### config.mk
export PLATFORM = sky130hd
export DESIGN_NAME = crc32_stream
export DESIGN_NICKNAME = d
export VERILOG_FILES = /design/src/rtl/crc32_stream.sv
export SDC_FILE = /design/constraint.sdc
export NUM_CORES = 1
export LEC_CHECK = 0
export ABC_AREA = 1
export CAP_MARGIN = 10
export CORE_ASPECT_RATIO = 0.75
export CORE_MARGIN = 2
export CORE_UTILIZATION = 30
export DETAILED_ROUTE_END_ITERATION = 10
export GPL_TIMING_DRIVEN = 0
export PLACE_DENSITY = 0.47
export SYNTH_ARGS = -nofsm -noshare
export SYNTH_HDL_FRONTEND = slang
export SYNTH_SLANG_ARGS = --single-unit
### constraint.sdc
create_clock -name clk -period 2.9 [get_ports clk]
set_input_delay 0.29 -clock clk [delete_from_list [all_inputs] [get_ports clk]]
set_output_delay 0.29 -clock clk [all_outputs]
set_load 0.02 [all_outputs]
### src/rtl/crc32_stream.sv
// crc32_stream: streaming Ethernet CRC-32 with TX FCS append or RX residue check
module crc32_stream #(
  parameter int DW         = 2,
  parameter bit APPEND_FCS = 1'b1
) (
  input  logic          clk,
  input  logic          rst,
  input  logic          in_valid,
  input  logic [DW-1:0] in_data,
  input  logic          in_last,
  output logic          in_ready,
  output logic          out_valid,
  output logic [DW-1:0] out_data,
  output logic          out_last,
  input  logic          out_ready,
  output logic [31:0]   fcs_out,
  output logic          fcs_valid,
  output logic          crc_ok
);
  localparam int NB = 32 / DW;
  localparam int CW = $clog2(NB);
  typedef enum logic [1:0] {IDLE, DATA, FCS} state_t;
  state_t state_q, state_d;
  logic [31:0] crc_q, crc_d, crc_next, shift_q, shift_d, fcs_q, fcs_d;
  logic [CW-1:0] cnt_q, cnt_d;
  logic fcs_valid_q, fcs_valid_d, crc_ok_q, crc_ok_d, accept, fcs_last;
  // Fold one beat into the CRC; a new frame always starts from the all-ones seed
  always_comb begin
    crc_next = (state_q == IDLE) ? 32'hFFFFFFFF : crc_q;
    for (int i = 0; i < DW; i++)
      crc_next = (crc_next >> 1) ^ ((crc_next[0] ^ in_data[i]) ? 32'hEDB88320 : 32'h0);
  end
  // Pass-through datapath, switched to the FCS shifter while appending
  always_comb begin
    fcs_last  = cnt_q == CW'(NB - 1);
    in_ready  = (state_q == FCS) ? 1'b0 : out_ready;
    out_valid = (state_q == FCS) ? 1'b1 : in_valid;
    out_data  = (state_q == FCS) ? shift_q[DW-1:0] : in_data;
    out_last  = (state_q == FCS) ? fcs_last : (!APPEND_FCS && in_last);
    accept    = in_valid && in_ready;
  end
  // Next-state: accumulate, close the frame, then shift out the FCS in TX
  always_comb begin
    state_d     = state_q;
    crc_d       = crc_q;
    cnt_d       = cnt_q;
    shift_d     = shift_q;
    fcs_d       = fcs_q;
    fcs_valid_d = 1'b0;
    crc_ok_d    = crc_ok_q;
    if (state_q == FCS) begin
      if (out_ready) begin
        shift_d = shift_q >> DW;
        cnt_d   = cnt_q + 1'b1;
        if (fcs_last) begin
          state_d = IDLE;
          crc_d   = 32'hFFFFFFFF;
        end
      end
    end else if (accept) begin
      state_d = DATA;
      crc_d   = crc_next;
      if (in_last) begin
        fcs_d       = ~crc_next;
        fcs_valid_d = 1'b1;
        if (APPEND_FCS) begin
          state_d = FCS;
          cnt_d   = '0;
          shift_d = ~crc_next;
        end else begin
          state_d  = IDLE;
          crc_d    = 32'hFFFFFFFF;
          crc_ok_d = crc_next == 32'hDEBB20E3;
        end
      end
    end
  end
  // State registers; reset discards any partial frame
  always_ff @(posedge clk or posedge rst) begin
    if (rst) begin
      state_q     <= IDLE;
      crc_q       <= 32'hFFFFFFFF;
      cnt_q       <= '0;
      shift_q     <= '0;
      fcs_q       <= '0;
      fcs_valid_q <= 1'b0;
      crc_ok_q    <= 1'b0;
    end else begin
      state_q     <= state_d;
      crc_q       <= crc_d;
      cnt_q       <= cnt_d;
      shift_q     <= shift_d;
      fcs_q       <= fcs_d;
      fcs_valid_q <= fcs_valid_d;
      crc_ok_q    <= crc_ok_d;
    end
  end
  assign fcs_out   = fcs_q;
  assign fcs_valid = fcs_valid_q;
  assign crc_ok    = crc_ok_q;
endmodule

======== After elaboration in Yosys (flattened, before gate mapping) ========
Cells that the tools add are included.
Widths: inputs -> output; s select.
word-level totals
  flip-flop bits (word level) ............. 103
  input bits .............................. 7
  word-level logic and storage cells ...... 51
cells by class
  add/sub/neg operators ................... 1
  equal/unequal tests ..................... 4
  multiplexer cells ....................... 27
  bitwise logic cells ..................... 6
  reduce and logical (&&, ||, !) cells .... 7
operators by type and width
  operator             number
  $mux 32              11
  $xor 31x32->32       2
  $not 32->32          1
  $mux 4               4
  $mux 2               6
  $reduce_and 3->1     3
  $mux 1               6
  $add 4x1->4 const B  1
  $eq 4x4->1 const B   1
  $ne 2x2->1 const B   2
  $reduce_bool 2->1    2
  $eq 2x2->1 const B   1
  $logic_not 2->1      1
  $xor 1x1->1          2
  $logic_and 1x1->1    1
  $not 1->1            1

======== Logic depth before layout (Yosys ltp) ========
  depth in word-level cells ............... 12
  mapped depth ............................ 11
  depth with buffers taken out ............ 10

======== Worst setup path after synthesis ========
Ideal clock, no wire load.
  path kind ............................... register to output
  start ................................... register state_q[1]
  end ..................................... output out_data[0]
  arrival time ............................ 1.377 ns
  data required time ...................... 2.610 ns
  setup slack ............................. 1.233 ns
  stages on the path, launching flop included .. 6
  path buffers ............................ 2
  cells stage by stage .................... dfrtp_1 -> inv_2 -> nor2_4 -> buf_2 -> clkbuf_1 -> o21ai_0
between the ends
  cells in the longest elaborated chain, start to end .. 2
RTL lines
  element                   line  text
  start: declaration        23    state_t state_q, state_d;
  start signal: assignment  89    state_q <= state_d;
  $eq 2x2->1                38    out_data = (state_q == FCS) ? shift_q[DW-1:0] : in_data;
  $mux 2                    38
  end: declaration          13    output logic [DW-1:0] out_data,
Every way passes these cells.

======== Final worst setup path ========
  start ................................... register state_q[0]
  end ..................................... output out_last
between the ends
  cells in the longest elaborated chain, start to end .. 2
RTL lines
  element           line  text
  $eq 2x2->1        39    out_last = (state_q == FCS) ? fcs_last : (!APPEND_FCS && in_last);
  $mux 1            39
  end: declaration  14    output logic out_last,
Every way passes these cells.

==> flow_summary.json <==
{
  "cp-end-kind": "output port",
  "synth_top_area_cell": "sky130_fd_sc_hd__dfrtp_1",
  "drive_gt1_frac": 0.149,
  "routedWlPerCell_um": 16.1,
  "timing_hold_violations_final": 0,
  "synth.area.top_cells": "sky130_fd_sc_hd__dfrtp_1 37%, sky130_fd_sc_hd__dfstp_2 18%, sky130_fd_sc_hd__nand2_1 16%",
  "timing.critical_path.slowest_stage_cell": "sky130_fd_sc_hd__clkdlybuf4s50_1",
  "worstSkewPairLatency_ns": 0.36,
  "timing.critical_path.buf_inv": 3,
  "grt_antenna_before_repair": 0,
  "finalWirelength_mm": 13.5,
  "cp_top_family": "buffers and inverters",
  "cts_buffers": 9,
  "worst_setup_path_startpoint": "state_q[0]$_DFFE_PP0P_",
  "hold_path.class": "input pin to async pin",
  "antenna_violating_nets_post_route": 0,
  "synth_edf_count": 0,
  "leakagePower_nw": 2.74,
  "r2r_setup_slack_ns": 0.87,
  "most_frequent_cells_after_synthesis": "206 x sky130_fd_sc_hd__nand2_1, 71 x sky130_fd_sc_hd__dfrtp_1, 57 x sky130_fd_sc_hd__nor2_1",
  "io_pins": 46,
  "worst_slew_margin_rel": 0.591,
  "synth_warnings": 0,
  "synth_top_area_share": 0.370,
  "worstSetupPathDepth": 5,
  "flip_flop_and_latch_count_after_synthesis": 103,
  "number_of_detailed_route_iterations_in_the_first_pass": 5,
  "cts_tree": "yes",
  "post-synth-top-count-cell": "sky130_fd_sc_hd__nand2_1",
  "ordered_cell_list_for_the_critical_path": "nor2_4, clkinv_1, clkbuf_2, nor2_1, clkdlybuf4s50_1",
  "synth.avg_cell_area_um2": 8.40,
  "post-route-period-util": 0.929,
  "outcome": "finished clean",
  "synth.yosys.seq_area_share": 0.546,
  "rows": 39,
  "synth_cell_types": 33,
  "r2r.worst_path.cells": 7,
  "grt_util_all_layers": 0.170,
  "max-vdd-ir-drop_v": 0.000421,
  "total_of_max_cap_violations": 0,
  "grt_start_max_net_pins": 41,
  "globalplace.congestion": 0.810,
  "timing_max_transition_violations_final": 0,
  "dp.final_hpwl_mm": 9.89,
  "worst_setup_path_start_kind": "flop",
  "maximum_clock_skew_at_final_layout_ns": 0.00821,
  "syn_to_final_growth_pct": 21.8,
  "totalNegativeSetupSlack_ns": 0,
  "async_set_reset_flop_share_out_of_synthesis": 1.00,
  "reg2reg_to": "shift_q[7]$_DFFE_PP0P_",
  "die_area_um2": 17000,
  "hold_buffers": 0,
  "chipHeight_um": 114,
  "clock_input_transition_at_the_sequential_cells_of_the_worst_setup_and_hold_paths_ns": 0.07,
  "least_margin_pin_slew_ns": 0.613,
  "clock_sinks": 103,
  "netlist_instances": 571,
  "grt-ovfl-total": 0,
  "first_global_vias": 3916,
  "num-nets-final": 635,
  "syn-num-nets": 579,
  "p_per_area_nw_per_um2": 1330,
  "worstReg2RegStart": "crc_q[0]$_DFFE_PP1P_",
  "floorplan.initialDensity": 0.311,
  "drt_drc_violations_left": 0,
  "detailroute.via_count": 3974,
  "design_area_um2": 5840,
  "core_um2": 15400,
  "routed_via_density": 4.75,
  "placedInstanceArea_um2": 5540,
  "crit_path_to": "out_last",
  "critPathMaxFanout": 10,
  "buffers_inserted_during_post_cts_setup_optimization": 0,
  "insertedDiodeCount": 0,
  "setup_repair_after_global_routing_missed_its_margin": "no",
  "clock.fmax_ghz": 0.371,
  "crit_type": "flop to output port",
  "cts.path.max_buffers": 2,
  "horiz_die_dim_um": 150,
  "place.port_buffers": 44,
  "period_needed_ns": 2.69,
  "cp_data_required_time_ns": 2.61,
  "arrival_ns": 2.40,
  "setup_viol": 0,
  "cts_htree_levels": 3,
  "cp_slowest_stage_delay_ns": 0.62,
  "grt_pass1_wl_mm": 21.8,
  "mappedNetlistArea_um2": 4800,
  "dr.first_iter.drc_count": 308,
  "cts-resized-gates": 0,
  "yosys_most_used_dff": "sky130_fd_sc_hd__dfrtp_1",
  "root_buffer": "sky130_fd_sc_hd__clkbuf_16"
}
-- cells in the final DEF (no fill, tap or decap), types with 2 or more instances in the layout --
cell type                         instances
sky130_fd_sc_hd__clkinv_4                 2
sky130_fd_sc_hd__nand3_1                 31
sky130_fd_sc_hd__a21oi_1                 40
sky130_fd_sc_hd__a31oi_1                 11
sky130_fd_sc_hd__nand3_2                  3
sky130_fd_sc_hd__clkinvlp_4               4
sky130_fd_sc_hd__buf_12                   2
sky130_fd_sc_hd__nor2_1                  57
sky130_fd_sc_hd__inv_1                   18
sky130_fd_sc_hd__nand2_4                  3
sky130_fd_sc_hd__o31ai_2                  2
sky130_fd_sc_hd__clkdlybuf4s50_1         44
sky130_fd_sc_hd__buf_1                    2
sky130_fd_sc_hd__nand2_1                206
sky130_fd_sc_hd__dfstp_2                 32
sky130_fd_sc_hd__nor2_4                   2
sky130_fd_sc_hd__inv_2                    2
sky130_fd_sc_hd__o21ai_0                 19
sky130_fd_sc_hd__clkbuf_16                9
sky130_fd_sc_hd__buf_4                    3
sky130_fd_sc_hd__buf_2                   18
sky130_fd_sc_hd__clkbuf_2                 2
sky130_fd_sc_hd__clkbuf_1                 4
sky130_fd_sc_hd__xor2_1                  15
sky130_fd_sc_hd__clkinv_1                 6
sky130_fd_sc_hd__buf_6                    2
sky130_fd_sc_hd__dfrtp_1                 71
sky130_fd_sc_hd__o31ai_1                 10
-- state kept, by name (all words and copies together), names as in the netlist --
signal	flops
crc_q	32
cnt_q	4
shift_q	32
fcs_valid	1
state_q	2
fcs_out	32
-- per-stage QoR --
step / power, W / hold slack, ns / utilization / worst slack [ns] / instances
3_3_place_gp: 0.00643 / 0.456 / 0.357 / 0.265 / 820
2_1_floorplan: 0.00505 / 0.438 / - / 1.23 / 571
3_5_place_dp: 0.00649 / 0.458 / 0.359 / 0.417 / 822
4_1_cts: 0.00778 / 0.368 / 0.379 / 0.0227 / 838
6_report: 0.00775 / 0.354 / 0.379 / 0.206 / 837
5_1_grt: 0.00836 / 0.402 / 0.379 / 0.0561 / 837
-- worst reg2reg max path, stage by stage (launching register included) --
cell	delay, ns
sky130_fd_sc_hd__dfstp_2	0.52
sky130_fd_sc_hd__inv_1	0.09
sky130_fd_sc_hd__o21ai_1	0.12
sky130_fd_sc_hd__nand2_1	0.25
sky130_fd_sc_hd__nand2_4	0.26
sky130_fd_sc_hd__xor2_1	0.33
sky130_fd_sc_hd__nand2_1	0.16
sky130_fd_sc_hd__a21oi_1	0.21
-- layout make-up --
cell class                 instances  area, µm²
fill                            1614       9580
clock inverter                     6       70.1
multi-input combinational        408       1900
timing repair buffer              46        480
clock buffer                      10        239
tap                              205        256
sequential                       103       2620
inverter                          28        111
buffer                            31        168
-- metal layers --
layer	vias to the layer above	GRT usage	part of all wire
met4	0	0.0384	0.0084
met3	9	0.0452	0.059
met1	1937	0.271	0.53
li1	1934	-	-
met5	-	0	0
met2	94	0.226	0.40
-- where the power goes --
part | switching, W | internal, W
Combinational | 0.00250 | 0.00130
Sequential | 0.000393 | 0.00230
Clock | 0.000564 | 0.000696
Total | 0.00346 | 0.00429
-- worst min path at each step --
stage / start / to / slack (ns)
2_1_floorplan: out_ready / cnt_q[1]$_DFFE_PP0P_ / 0.44
3_3_place_gp: crc_q[16]$_DFFE_PP1P_ / crc_q[16]$_DFFE_PP1P_ / 0.46
3_5_place_dp: crc_q[28]$_DFFE_PP1P_ / crc_q[28]$_DFFE_PP1P_ / 0.46
4_1_cts: rst / shift_q[1]$_DFFE_PP0P_ / 0.37
5_1_grt: rst / shift_q[0]$_DFFE_PP0P_ / 0.40
6_report: rst / shift_q[1]$_DFFE_PP0P_ / 0.35
-- kinds of logic after synthesis --
logic type | synth area share
other | 0.000782
adders and majority gates | 0.00261
AOI/OAI and AO/OA | 0.0996
buffers and inverters | 0.0579
DFF | 0.546
and+or+nand+nor | 0.264
xor gates and xnor gates | 0.0292
Note: power is estimated with default switching activity, not from simulation.
